File: config.mk
export PLATFORM = sky130hd
export DESIGN_NAME = bp_be_fp_nanbox_pipe_flat
export DESIGN_NICKNAME = d
export VERILOG_FILES = /design/src/rtl/bp_be_fp_nanbox_pipe_if.sv /design/src/rtl/bp_be_fp_nanbox_pipe.sv /design/src/flat_wrapper.sv
export SDC_FILE = /design/constraint.sdc
export NUM_CORES = 1
export LEC_CHECK = 0
export BUFFER_PORTS_ARGS = -buffer_cell sky130_fd_sc_hd__buf_2
export CAP_MARGIN = 40
export CORE_MARGIN = 10
export CORE_UTILIZATION = 30
export CTS_BUF_LIST = sky130_fd_sc_hd__clkbuf_16
export DETAILED_ROUTE_END_ITERATION = 8
export GPL_ROUTABILITY_DRIVEN = 1
export GPL_TIMING_DRIVEN = 1
export HOLD_SLACK_MARGIN = 0.03
export SLEW_MARGIN = 40
export SYNTH_ARGS = -nofsm -noshare
export SYNTH_HDL_FRONTEND = slang
export SYNTH_SLANG_ARGS = --single-unit
File: constraint.sdc
create_clock -name clk_i -period 3.05 [get_ports clk_i]
set_input_delay 0.305 -clock clk_i [delete_from_list [all_inputs] [get_ports clk_i]]
set_output_delay 0.305 -clock clk_i [all_outputs]
set_load 0.02 [all_outputs]
File: src/rtl/bp_be_fp_nanbox_pipe_if.sv
// Request/response bundle for the NaN-boxing pipe.
// The master drives beats in and consumes results; the slave is the pipe itself.
interface bp_be_fp_nanbox_pipe_if #(
  parameter int lanes_p = 1
);
  logic                   v_i;
  logic                   ready_and_o;
  logic [1:0]             op_i;
  logic [1:0]             fmt_i;
  logic [64*lanes_p-1:0]  data_i;
  logic                   v_o;
  logic                   ready_and_i;
  logic [64*lanes_p-1:0]  data_o;
  logic [lanes_p-1:0]     bad_box_o;

  modport master (
    output v_i, op_i, fmt_i, data_i, ready_and_i,
    input  ready_and_o, v_o, data_o, bad_box_o
  );

  modport slave (
    input  v_i, op_i, fmt_i, data_i, ready_and_i,
    output ready_and_o, v_o, data_o, bad_box_o
  );
endinterface

File: src/rtl/bp_be_fp_nanbox_pipe.sv
// Multi-lane box/unbox/classify of IEEE dp/sp/hp values; result computed in stage 0, latency stages_p.
// One global stall enable (~v_o | ready_and_i) freezes every stage and doubles as ready_and_o.
module bp_be_fp_nanbox_pipe #(
  parameter int lanes_p      = 1,
  parameter int stages_p     = 2,
  parameter bit hp_support_p = 1'b1
) (
  input  logic                   clk_i,
  input  logic                   reset_i,
  bp_be_fp_nanbox_pipe_if.slave  io
);

  typedef struct packed {
    logic                  v;
    logic [lanes_p-1:0]    bad;
    logic [64*lanes_p-1:0] data;
  } stage_t;

  // Returns {bad_box, data} for one 64-bit lane.
  function automatic logic [64:0] lane_f(input logic [1:0] op, input logic [1:0] fmt,
                                         input logic [63:0] d);
    logic [63:0] boxed;
    logic [63:0] unboxed;
    logic        ok;
    logic        legal;
    logic        sign;
    logic        e_ones;
    logic        e_zero;
    logic        f_zero;
    logic        f_msb;
    logic [9:0]  mask;
    logic [64:0] res;

    legal   = (op != 2'b11) && (fmt != 2'b11) && !((fmt == 2'b10) && !hp_support_p);
    boxed   = d;
    unboxed = d;
    ok      = 1'b1;
    sign    = d[63];
    e_ones  = &d[62:52];
    e_zero  = ~|d[62:52];
    f_zero  = ~|d[51:0];
    f_msb   = d[51];

    case (fmt)
      2'b01: begin
        boxed   = {32'hffff_ffff, d[31:0]};
        ok      = &d[63:32];
        unboxed = ok ? {{32{d[31]}}, d[31:0]} : 64'h0000_0000_7fc0_0000;
        sign    = unboxed[31];
        e_ones  = &unboxed[30:23];
        e_zero  = ~|unboxed[30:23];
        f_zero  = ~|unboxed[22:0];
        f_msb   = unboxed[22];
      end
      2'b10: begin
        boxed   = {48'hffff_ffff_ffff, d[15:0]};
        ok      = &d[63:16];
        unboxed = ok ? {{48{d[15]}}, d[15:0]} : 64'h0000_0000_0000_7e00;
        sign    = unboxed[15];
        e_ones  = &unboxed[14:10];
        e_zero  = ~|unboxed[14:10];
        f_zero  = ~|unboxed[9:0];
        f_msb   = unboxed[9];
      end
      default: ;
    endcase

    if (e_ones && f_zero)      mask = sign ? 10'h001 : 10'h080;
    else if (e_ones)           mask = f_msb ? 10'h200 : 10'h100;
    else if (e_zero && f_zero) mask = sign ? 10'h008 : 10'h010;
    else if (e_zero)           mask = sign ? 10'h004 : 10'h020;
    else                       mask = sign ? 10'h002 : 10'h040;

    if (!legal) begin
      res = {1'b1, 64'h0};
    end else begin
      case (op)
        2'b00:   res = {1'b0, boxed};
        2'b01:   res = {~ok, unboxed};
        default: res = {~ok, 54'h0, mask};
      endcase
    end
    return res;
  endfunction

  stage_t [stages_p-1:0] stg_q;
  stage_t [stages_p-1:0] stg_d;
  stage_t                in_s;
  logic   [64:0]         lane_res;
  logic                  en;

  assign en             = ~stg_q[stages_p-1].v | io.ready_and_i;
  assign io.ready_and_o = en;
  assign io.v_o         = stg_q[stages_p-1].v;
  assign io.data_o      = stg_q[stages_p-1].data;
  assign io.bad_box_o   = stg_q[stages_p-1].bad;

  // Bubbles carry zero data so an idle output never shows stale results.
  always_comb begin
    in_s     = '0;
    lane_res = '0;
    in_s.v   = io.v_i;
    if (io.v_i) begin
      for (int i = 0; i < lanes_p; i++) begin
        lane_res              = lane_f(io.op_i, io.fmt_i, io.data_i[64*i +: 64]);
        in_s.bad[i]           = lane_res[64];
        in_s.data[64*i +: 64] = lane_res[63:0];
      end
    end
  end

  always_comb begin
    stg_d = stg_q;
    if (en) begin
      stg_d[0] = in_s;
      for (int k = 1; k < stages_p; k++) begin
        stg_d[k] = stg_q[k-1];
      end
    end
  end

  always_ff @(posedge clk_i) begin
    if (reset_i) begin
      stg_q <= '0;
    end else begin
      stg_q <= stg_d;
    end
  end

endmodule

File: src/flat_wrapper.sv
// flat-port wrapper written by rule: the top's interface ports become plain ports
module bp_be_fp_nanbox_pipe_flat 
#(
  parameter int lanes_p      = 1,
  parameter int stages_p     = 2,
  parameter bit hp_support_p = 1'b1
)
  (clk_i, reset_i, io_v_i, io_op_i, io_fmt_i, io_data_i, io_ready_and_i, io_ready_and_o, io_v_o, io_data_o, io_bad_box_o);
  bp_be_fp_nanbox_pipe_if #(.lanes_p(lanes_p)) io_i ();
  input  logic clk_i;
  input  logic reset_i;
  input wire logic [$bits(io_i.v_i)-1:0] io_v_i;
  input wire logic [$bits(io_i.op_i)-1:0] io_op_i;
  input wire logic [$bits(io_i.fmt_i)-1:0] io_fmt_i;
  input wire logic [$bits(io_i.data_i)-1:0] io_data_i;
  input wire logic [$bits(io_i.ready_and_i)-1:0] io_ready_and_i;
  output wire logic [$bits(io_i.ready_and_o)-1:0] io_ready_and_o;
  output wire logic [$bits(io_i.v_o)-1:0] io_v_o;
  output wire logic [$bits(io_i.data_o)-1:0] io_data_o;
  output wire logic [$bits(io_i.bad_box_o)-1:0] io_bad_box_o;
  assign io_i.v_i = io_v_i;
  assign io_i.op_i = io_op_i;
  assign io_i.fmt_i = io_fmt_i;
  assign io_i.data_i = io_data_i;
  assign io_i.ready_and_i = io_ready_and_i;
  assign io_ready_and_o = io_i.ready_and_o;
  assign io_v_o = io_i.v_o;
  assign io_data_o = io_i.data_o;
  assign io_bad_box_o = io_i.bad_box_o;
  bp_be_fp_nanbox_pipe #(.lanes_p(lanes_p), .stages_p(stages_p), .hp_support_p(hp_support_p)) u_core (.clk_i(clk_i), .reset_i(reset_i), .io(io_i));
endmodule
* After elaboration in Yosys (flattened, before gate mapping) *
Cells that the tools add are included.

operators by class
  equality and inequality tests = 5
  mux-type cells = 28
  bitwise gates (word level) = 3
  reductions and logical operators = 21

operator list
  operator              number
  $pmux W64 S2          2
  $mux W65              2
  $pmux W65 S2          1
  $mux W64              2
  $reduce_or A52 Y1     1
  $mux W10              5
  $reduce_and A48 Y1    1
  $reduce_and A32 Y1    1
  $reduce_or A23 Y1     1
  $pmux W1 S2           6
  $reduce_and A11 Y1    1
  $reduce_or A11 Y1     1
  $reduce_or A10 Y1     1
  $mux W8               1
  $reduce_and A8 Y1     1
  $reduce_or A8 Y1      1
  $mux W7               1
  $logic_not A1 Y1      6
  $mux W1               6
  $mux W6               1
  $mux W5               1
  $reduce_and A5 Y1     1
  $reduce_or A5 Y1      1
  $eq A2 B1 Y1 const B  2
  other kinds (6)       10

word-level totals
  register bits after elaboration = 132
  bits of input ports = 72
  output and inout bits = 67
  logic and storage cells = 63

* Depth between registers and ports, before layout *
Gate-level depths: netlist (run 1).

  depth in word-level cells = 13
  gate-level depth with buffers = 10
  gate-level depth less buffers = 9

* Worst setup path after synthesis (run 1) *
Ideal clock, no wire load.

  path type = input port to flip-flop
  from = input io_fmt_i[0]
  to = register u_core.stg_q[0] (netlist bit)
  library setup time = 80 ps
  data arrival time = 2281 ps
  required time = 2970 ps
  path slack = 690 ps
  stages = 10
  buffers on the path = 1
  cells stage by stage = inv_1 ha_1 clkbuf_1 nand2b_1 nor3_1 nand4_1 or4_4 nand2b_2 or3b_1 a211oi_2

between the ends
  word-level cells in the longest chain between the ends = 10
  elaborated cells on any way between the ends = 23
  those cells by class = 3 x eq/ne; 17 x mux; 3 x reduce/logical

RTL lines
  item                                                    RTL line                                                RTL
  from (decl)                                             flat_wrapper.sv:14                                      input wire logic [$bits(io_i.fmt_i)-1:0] io_fmt_i;
  $eq A2 B2 Y1 / $eq A2 B1 Y1 (equally long branches)     --
  $pmux W1 S2                                             bp_be_fp_nanbox_pipe.sv:44                              case (fmt)
  $mux W1                                                 bp_be_fp_nanbox_pipe.sv:103                             if (io.v_i) begin
  $mux W10 / $logic_and A1 B1 Y1 (equally long branches)  bp_be_fp_nanbox_pipe.sv:71, bp_be_fp_nanbox_pipe.sv:70
  $mux W10                                                bp_be_fp_nanbox_pipe.sv:70                              else if (e_zero && f_zero) mask = sign ? 10'h008 : 10'h010;
  $mux W10                                                bp_be_fp_nanbox_pipe.sv:69                              else if (e_ones) mask = f_msb ? 10'h200 : 10'h100;
  $mux W10                                                bp_be_fp_nanbox_pipe.sv:68                              if (e_ones && f_zero) mask = sign ? 10'h001 : 10'h080;
  $pmux W65 S2                                            bp_be_fp_nanbox_pipe.sv:77                              case (op)
  $mux W65 (*)                                            bp_be_fp_nanbox_pipe.sv:74                              if (!legal) begin
  $mux W65 (*)                                            bp_be_fp_nanbox_pipe.sv:103
  to (signal assigned)                                    bp_be_fp_nanbox_pipe.sv:126                             stg_q <= stg_d;
  to (decl)                                               bp_be_fp_nanbox_pipe.sv:86                              stage_t [stages_p-1:0] stg_q;

Every way passes the cells marked *; elsewhere a longest branch is shown, timed or not. The select of a mux whose other input is x is not followed.
A chain may end at the register's enable or synchronous reset.

* Worst setup path in the final report (run 1) *
Ends and elaborated chain as after synthesis.

==> flow_summary.yaml, run 1 <==
status:
  status: "completed"
synth:
  synthArstFlopShare: 0
  netlist_instances: 789
  syn_area_mm2: 0.00601
  ys.flop_type: "dfxtp_1"
  yosysSeqAreaShare: 0.439
  avgSynthCellArea_um2: 7.62
  synth_cell_types: 53
  synth_most_common_cell: "nand2_1"
  yosysTopAreaCellShare: 0.439
  synthTopCellsByArea: "dfxtp_1, nand2_1, a21oi_1"
  yosys_register_bits: 132
  syn_nets: 864
  ys.warnings.count: 0
  synth_edf_count: 0
  synth_common_cells: "nand2_1, dfxtp_1, a21oi_1"
  yosys.area.top_type: "dfxtp_1"
floorplan:
  core_mm2: 0.0196
  die_w_um: 162
  start_util: 0.307
  rows: 51
  ios: 139
  die_area_mm2: 0.0261
  die_y_um: 162
critical_path:
  crit_end: "u_core.stg_q[0]$_SDFFE_PP0P_"
  arrival_ps: 2610
  rr_startpoint: "u_core.io.v_o$_SDFFE_PP0P_"
  path_max_fanout: 9
  worst_setup_path_end_kind: "register"
  critPathLaunch: "io_fmt_i[0]"
  reg2reg_slack_ps: 1100
  reg2reg_depth: 8
  crit_type: "in -> reg"
  cp-start-kind: "input pin"
  worstReg2RegEnd: "u_core.stg_q[26]$_SDFFE_PP0P_"
  required_ps: 3380
timing:
  skew_ps: 5.75
  clock.fmax_mhz: 438
  fin_ws_ps: 768
  period_share: 0.748
  slew_headroom: 0.471
  worst_slew_pin_slew_ps: 793
  hold_viol: 0
  maxSlewViolCount: 0
  fin_setup_tns_ps: 0
  rsz0062_at_grt: "no"
  fin_crit_ps: 2280
  setup_viol: 0
place:
  dp.cells: 1094
  port_buffers: 138
  dp_slack_ps: 374
  hpwlAfterDp_mm: 13.4
  dpl_cell_area_mm2: 0.00652
  place.gp.congestion: 0.885
global_routing:
  grt-ovfl-total: 0
  grt_pass1_vias: 5365
  grt_usage: 0.145
  grt_pass1_wl_mm: 30.2
  antenna_found_initial: 0
  grt_start_max_net_pins: 112
finish:
  drive_gt1_frac: 0.220
  register_area_mm2: 0.00264
  area_growth_pct: 17.9
  n_fill_cell: 2149
  final_cell_count_no_fill: 1126
  nets: 923
  multi_input_comb_area_mm2: 0.00268
  post-route-cell-area_mm2: 0.00709
  antenna_cells: 0
route:
  viasPerCell: 4.90
  drc_errors: 0
  dr_total_vias: 5523
  first_iter_violations: 390
  post_drt_wl_per_cell_um: 16.9
  dr.pass1.iters: 5
  ant_nets: 0
  totalWireLength_mm: 19.0
cts:
  postCtsHoldBufs: 0
  cts_tree: "built"
  clk_pin_slew_ps: 50
  clock_latency_ps: 410
  cts_resized: 0
  cts_max_level: 4
  cts_buffers: 17
  cts.sinks: 132
  clockBufferDepth: 2
  root_buffer: "clkbuf_16"
  cts_setup_buffers: 0
min_path:
  worstHoldPathType: "in -> reg"
power:
  irDropWorstVdd_uv: 363
  static-leakage-power_nw: 2.72
  powerDensity_mw_per_mm2: 585
  total_power_mw: 4.15
flow_run:
  cap_violations: 0
layout by cell type (no fill, tap or decap), types with 3 or more instances in the layout:
cell        Yosys  routed
ha_1            3       3
a21oi_1       116     116
nand2_1       212     212
nand2b_1        3       3
o211ai_1        6       6
a32oi_1         3       3
bufinv_16       0       3
dfxtp_1       132     132
inv_1           7       9
nor2_1         22      22
nand3_1        20      20
buf_4          64      14
clkbuf_16       0      17
nand4_1        18      18
nor3_1         10      10
nor4_1         15      15
nand4b_1        3       3
o21a_1          3       3
buf_2           1     137
and3_1          3       3
o21ai_0        45      45
clkinvlp_4      0       3
a22oi_1         7       7
clkinv_1        2       7
a21o_1          7       7
sequential cells by signal, summed over array words and instances (netlist names):
signal and count:
u_core.io.data_o 64, u_core.io.v_o 1, u_core.stg_q 66, u_core.io.bad_box_o 1
power breakdown:
part	leakage (nW)	switching, mW	internal, mW	total, mW
Clock	0.276	0.747	1.26	2.00
Combinational	1.37	0.244	0.117	0.361
Sequential	1.07	0.0191	1.76	1.78
Total	2.72	1.01	3.14	4.15
kinds of logic after synthesis:
| logic type | count (synthesis) | share of synthesized area |
|---|---|---|
| buffers and inverters | 122 | 0.116 |
| DFF | 132 | 0.439 |
| and+or+nand+nor | 328 | 0.247 |
| adders and majority gates | 3 | 0.00624 |
| AOI/OAI and AO/OA | 204 | 0.191 |
how the worst min path moves through the flow:
stage | from | endpoint | slack [ps] | cells past startpoint
final | io_data_i[30] | u_core.stg_q[30]$_SDFFE_PP0P_ | 130 | 3
after global routing | io_data_i[28] | u_core.stg_q[28]$_SDFFE_PP0P_ | 140 | 3
after CTS | io_data_i[30] | u_core.stg_q[30]$_SDFFE_PP0P_ | 110 | 3
after detailed placement | u_core.io.data_o[0]$_SDFFE_PP0P_ | u_core.io.data_o[0]$_SDFFE_PP0P_ | 440 | 2
after global placement | u_core.stg_q[31]$_SDFFE_PP0P_ | u_core.stg_q[31]$_SDFFE_PP0P_ | 440 | 2
after floorplan | io_data_i[30] | u_core.stg_q[30]$_SDFFE_PP0P_ | 410 | 2
metrics by stage:
step	hold WS (ps)	util
5_1_grt	142	0.362
6_report	134	0.362
2_1_floorplan	414	-
4_1_cts	111	0.362
3_5_place_dp	440	0.333
3_3_place_gp	436	0.333
critical path: stages:
cell      delay [ps]
buf_2            100
inv_1             40
ha_1             470
nand2b_1         160
nor3_1           190
nand4_1          130
or4_4            460
nand2b_2         150
or3b_1           370
a211oi_2         210
layout make-up:
class                           instances  share of cell area
Tap cell                              265              0.0468
Multi-Input combinational cell        535               0.378
Clock inverter                         15              0.0208
Inverter                                9             0.00476
Clock buffer                           17              0.0600
Sequential cell                       132               0.373
Timing Repair Buffer                  153               0.117
routing by layer:
layer	track usage	share of wire	up-vias
li1	-	-	2761
met1	0.187	0.47	2575
met2	0.227	0.46	171
met3	0.0452	0.061	16
met4	0.0389	0.011	0
met5	0	0	-
Note: power is estimated with default switching activity, not from simulation.
==> inputs of run 2 (changes only) <==
Clock period 3.05 ns to 2.25 ns, I/O delays scaled along.
==> run 2 against run 1 <==
Setup slack lost 620 ps. Sequential power grew 36%. Wire length is 0.17% lower. Utilization increased by 2.0 points. Clock skew is 1.4 ps higher. Sequential share of layout area shrank 1.9 points. Critical path type unchanged. Die area unchanged. Clock-buffer cell count is the same.
==> flow_summary.yaml, run 2 (synthesis results as in run 1) <==
timing:
  clock.fmax_mhz: 476
  rsz0062_at_grt: "no"
  slew_headroom: 0.615
  holdWs_ps: 58.5
  skew_ps: 7.15
  setup_viol: 0
  maxSlewViolCount: 0
  fin_ws_ps: 148
  fin_setup_tns_ps: 0
  hold_viol: 0
  fin_crit_ps: 2100
  worst_slew_pin_slew_ps: 578
  period_share: 0.934
place:
  port_buffers: 138
  place.gp.congestion: 0.861
  dpl_cell_area_mm2: 0.00691
  dp_slack_ps: -249
  hpwlAfterDp_mm: 13.4
  dp.cells: 1143
global_routing:
  grt_usage: 0.143
  grt_pass1_vias: 5545
  grt-ovfl-total: 0
  grt_start_max_net_pins: 112
  grt_pass1_wl_mm: 30.2
  antenna_found_initial: 0
route:
  dr_total_vias: 5726
  first_iter_violations: 437
  viasPerCell: 4.87
  dr_wl_met2_mm: 8.48
  drc_errors: 0
  met3_length_mm: 1.27
  totalWireLength_mm: 19.0
  dr.pass1.iters: 5
  routedLengthMet1_mm: 8.98
  ant_nets: 0
  post_drt_wl_per_cell_um: 16.2
  highest_layer: "met4"
critical_path:
  worstReg2RegEnd: "u_core.stg_q[23]$_SDFFE_PP0P_"
  rr_startpoint: "u_core.io.v_o$_SDFFE_PP0P_"
  crit_type: "in -> reg"
  required_ps: 2590
  path_max_fanout: 3
  critPathLaunch: "io_data_i[20]"
  arrival_ps: 2450
  cp-start-kind: "input pin"
  reg2reg_slack_ps: 540
  worst_setup_path_end_kind: "register"
  reg2reg_depth: 8
floorplan:
  die_area_mm2: 0.0261
  die_w_um: 162
  ios: 139
  rows: 51
  start_util: 0.307
  die_y_um: 162
  core_mm2: 0.0196
finish:
  final_common_cell: "nand2_1"
  multi_input_comb_area_mm2: 0.00274
  regMostFlops: "u_core.stg_q"
  register_area_mm2: 0.00264
  final_util: 0.382
  nets: 973
  drive_gt1_frac: 0.265
  antenna_cells: 0
  area_growth_pct: 24.4
  final_cell_count_no_fill: 1175
  n_fill_cell: 2086
  post-route-cell-area_mm2: 0.00748
  final_cell_mix: "nand2_1, buf_2, dfxtp_1, a21oi_1, buf_4"
  largest_reg_flops: 66
cts:
  root_buffer: "clkbuf_16"
  cts_max_level: 4
  cts.sinks: 132
  clock_latency_ps: 420
  clockBufferDepth: 2
  cts_buffers: 17
  cts_tree: "built"
  clk_pin_slew_ps: 60
status:
  status: "completed"
flow_run:
  cap_violations: 0
power:
  static-leakage-power_nw: 2.99
  irDropWorstVdd_uv: 486
  powerDensity_mw_per_mm2: 725
  total_power_mw: 5.43
min_path:
  worstHoldPathType: "in -> reg"
  hp-start: "io_data_i[26]"
  whs_path_depth: 3
  whs_endpoint: "u_core.stg_q[26]$_SDFFE_PP0P_"
[run 2: final cells by class]
type                       count  share of cell area
timing repair buffer         203               0.164
inverter                       9             0.00452
tap                          265              0.0443
clock buffer                  17              0.0569
multi-input combinational    535               0.366
clock inverter                14              0.0110
sequential                   132               0.353
[run 2: where the power goes]
part	switching, mW	internal, mW
combinational	0.345	0.217
sequential	0.0257	2.39
clock	0.985	1.46
total	1.36	4.07
[run 2: routing by layer]
layer / track usage / up-vias
li1: - / 2869
met1: 0.190 / 2677
met2: 0.217 / 158
met3: 0.0455 / 22
met4: 0.0414 / 0
met5: 0 / -
[run 2: worst max-delay path by stage]
stage / end / slack (ps) / cells past startpoint
2_1_floorplan: u_core.stg_q[0]$_SDFFE_PP0P_ / -1 / 7
3_3_place_gp: u_core.stg_q[0]$_SDFFE_PP0P_ / -230 / 8
3_5_place_dp: u_core.stg_q[0]$_SDFFE_PP0P_ / -250 / 8
4_1_cts: u_core.stg_q[0]$_SDFFE_PP0P_ / 20 / 10
5_1_grt: u_core.stg_q[0]$_SDFFE_PP0P_ / 100 / 10
6_report: u_core.stg_q[0]$_SDFFE_PP0P_ / 150 / 8
[run 2: worst max-delay path, stage by stage]
cell and delay, ps:
buf_2 110, or4_4 540, nor4_4 250, nand2_1 110, or4_4 570, nand2b_4 90, or3b_1 350, a211oi_2 210
[run 2: repair_timing]
action	in CTS	in global routing
hold buffers	1	0
gates resized for setup	0	11
endpoints found under the setup margin	0	39
hold endpoints to repair	1	0
buffers inserted	0	1
==> inputs of run 3 (changes only) <==
Settings changed: ABC_AREA set to 1.
==> run 3 against run 2 <==
Synthesized cell count up 25%. Utilization down 2.2 points. Total power up 12%. Synthesized area up 11%. Largest cell class unchanged. Final cell count up 14%. Setup slack better by 89 ps. Sequential cell count unchanged. Critical endpoint is now io_ready_and_o. Wire length up 9.4%. Critical path depth down 3. Via count up 11%. Global-route usage about the same. Highest routed layer is now met5. Register-to-register slack worse by 60 ps.
==> flow_summary.yaml, run 3 <==
route:
  dr_total_vias: 6381
  viasPerCell: 4.77
  post_drt_wl_per_cell_um: 15.5
  first_iter_violations: 462
  dr.pass1.iters: 8
  drc_errors: 0
  totalWireLength_mm: 20.8
  ant_nets: 0
cts:
  cts_buffers: 17
  cts_resized: 0
  clock_latency_ps: 420
  cts_max_level: 4
  postCtsHoldBufs: 0
  clk_pin_slew_ps: 60
  clockBufferDepth: 2
  root_buffer: "clkbuf_16"
  cts_setup_buffers: 0
  cts_tree: "built"
  cts.sinks: 132
synth:
  avgSynthCellArea_um2: 6.81
  yosysSeqAreaShare: 0.395
  ys.warnings.count: 0
  synth_common_cells: "nand2_1, a21oi_1, dfxtp_1"
  synth_edf_count: 0
  synthTopCellsByArea: "dfxtp_1, nand2_1, a21oi_1"
  yosys_register_bits: 132
  synth_cell_types: 34
  yosys.area.top_type: "dfxtp_1"
  synth_most_common_cell: "nand2_1"
  syn_nets: 1058
  netlist_instances: 983
  syn_area_mm2: 0.00669
  synthArstFlopShare: 0
  yosysTopAreaCellShare: 0.395
  ys.flop_type: "dfxtp_1"
place:
  hpwlAfterDp_mm: 14.8
  place.gp.congestion: 0.880
  dp.cells: 1301
  port_buffers: 138
finish:
  regMostFlops: "u_core.stg_q"
  final_cell_mix: "nand2_1, a21oi_1, buf_2, dfxtp_1, o21ai_0"
  drive_gt1_frac: 0.211
  n_fill_cell: 2410
  register_area_mm2: 0.00264
  area_growth_pct: 17.6
  largest_reg_flops: 66
  final_common_cell: "nand2_1"
  final_util: 0.360
  final_cell_count_no_fill: 1338
  multi_input_comb_area_mm2: 0.00320
  nets: 1115
floorplan:
  ios: 139
  die_y_um: 169
  core_mm2: 0.0219
  die_area_mm2: 0.0287
  die_w_um: 169
  start_util: 0.306
  rows: 54
critical_path:
  path_max_fanout: 66
  cpPeakStageDelay_ps: 570
  reg2reg_slack_ps: 480
  crit_type: "reg -> out"
  critPathSlowestCell: "buf_4"
  required_ps: 2030
  arrival_ps: 1790
  worstPathCellList: "inv_1 > nor2_4 > inv_2 > buf_4 > buf_2"
  cp-start-kind: "register"
  worst_setup_path_end_kind: "output pin"
  reg2reg_depth: 11
power:
  powerDensity_mw_per_mm2: 770
  clkPwrFrac: 0.494
  pwr-share-comb: 0.106
  seqPwrFrac: 0.399
  p_sw_mw: 1.59
  irDropWorstVdd_uv: 393
  static-leakage-power_nw: 3.16
  swShare: 0.263
  internal_power_mw: 4.47
global_routing:
  grt_start_max_net_pins: 133
  grt_pass1_vias: 6177
  grt-ovfl-total: 0
  grt_pass1_wl_mm: 33.1
  grt_usage: 0.143
  antenna_found_initial: 9
timing:
  fin_setup_tns_ps: 0
  hold_viol: 0
  rsz0062_at_grt: "no"
  setup_viol: 0
  maxSlewViolCount: 0
  fin_crit_ps: 2010
  slew_headroom: 0.491
  worst_slew_pin_slew_ps: 764
  skew_ps: 7.98
  clock.fmax_mhz: 497
  period_share: 0.895
  holdWs_ps: 86.2
flow_run:
  cap_violations: 0
min_path:
  whs_path_depth: 3
  worstHoldPathType: "in -> reg"
status:
  status: "completed"
## run 3: cell families after synthesis
group           share of synthesized area
buf+inv                             0.128
flops                               0.395
fa+ha+maj                         0.00561
simple gates                        0.271
compound gates                      0.200
## run 3: final timing paths
path                                               startpoint                                end
worst max-delay path               u_core.io.v_o$_SDFFE_PP0P_                     io_ready_and_o
worst min-delay path                                   io_v_i      u_core.stg_q[65]$_SDFFE_PP0P_
worst max register to register     u_core.io.v_o$_SDFFE_PP0P_      u_core.stg_q[20]$_SDFFE_PP0P_
worst min register to register  u_core.stg_q[40]$_SDFFE_PP0P_  u_core.io.data_o[40]$_SDFFE_PP0P_
## run 3: cell type report
cell class / count / share of cell area
diodes: 5 / 0.00159
clock buffers: 17 / 0.0540
clock inverters: 15 / 0.0261
inverters: 44 / 0.0210
multi-input cells: 690 / 0.406
flip-flops and latches: 132 / 0.336
well taps: 280 / 0.0445
repair buffers: 155 / 0.111
## run 3: routing by layer
metal	share of wire	vias to the layer above	track usage	wire [um]
li1	-	3283	-	-
met2	0.44	153	0.219	9250
met4	0.014	8	0.0450	289
met3	0.089	28	0.0621	1850
met1	0.45	2909	0.178	9350
met5	0.0022	-	0	46
## run 3: power groups by stage
stage          Combinational (mW)  Clock (mW)  Sequential, mW
2_1_floorplan               0.412           0            2.47
3_3_place_gp                0.643           0            2.47
3_5_place_dp                0.645           0            2.47
4_1_cts                     0.647        3.06            2.42
5_1_grt                     0.725        3.16            2.43
6_report                    0.645        3.00            2.42
## run 3: metrics by stage
stage | worst slack [ps] | power (mW) | cell area [um2]
detailed placement | 96.5 | 3.12 | 7230
global placement | 96.3 | 3.11 | 7230
CTS | 168 | 6.13 | 7860
floorplan | 461 | 2.88 | 6690
finish | 237 | 6.06 | 7870
global route | 67.3 | 6.32 | 7860
## run 3: worst max-delay path, delay by kind of cell (launching register included)
family	cells	cell delay [ps]
DFF	1	300
and+or+nand+nor	1	50
buffers and inverters	4	990
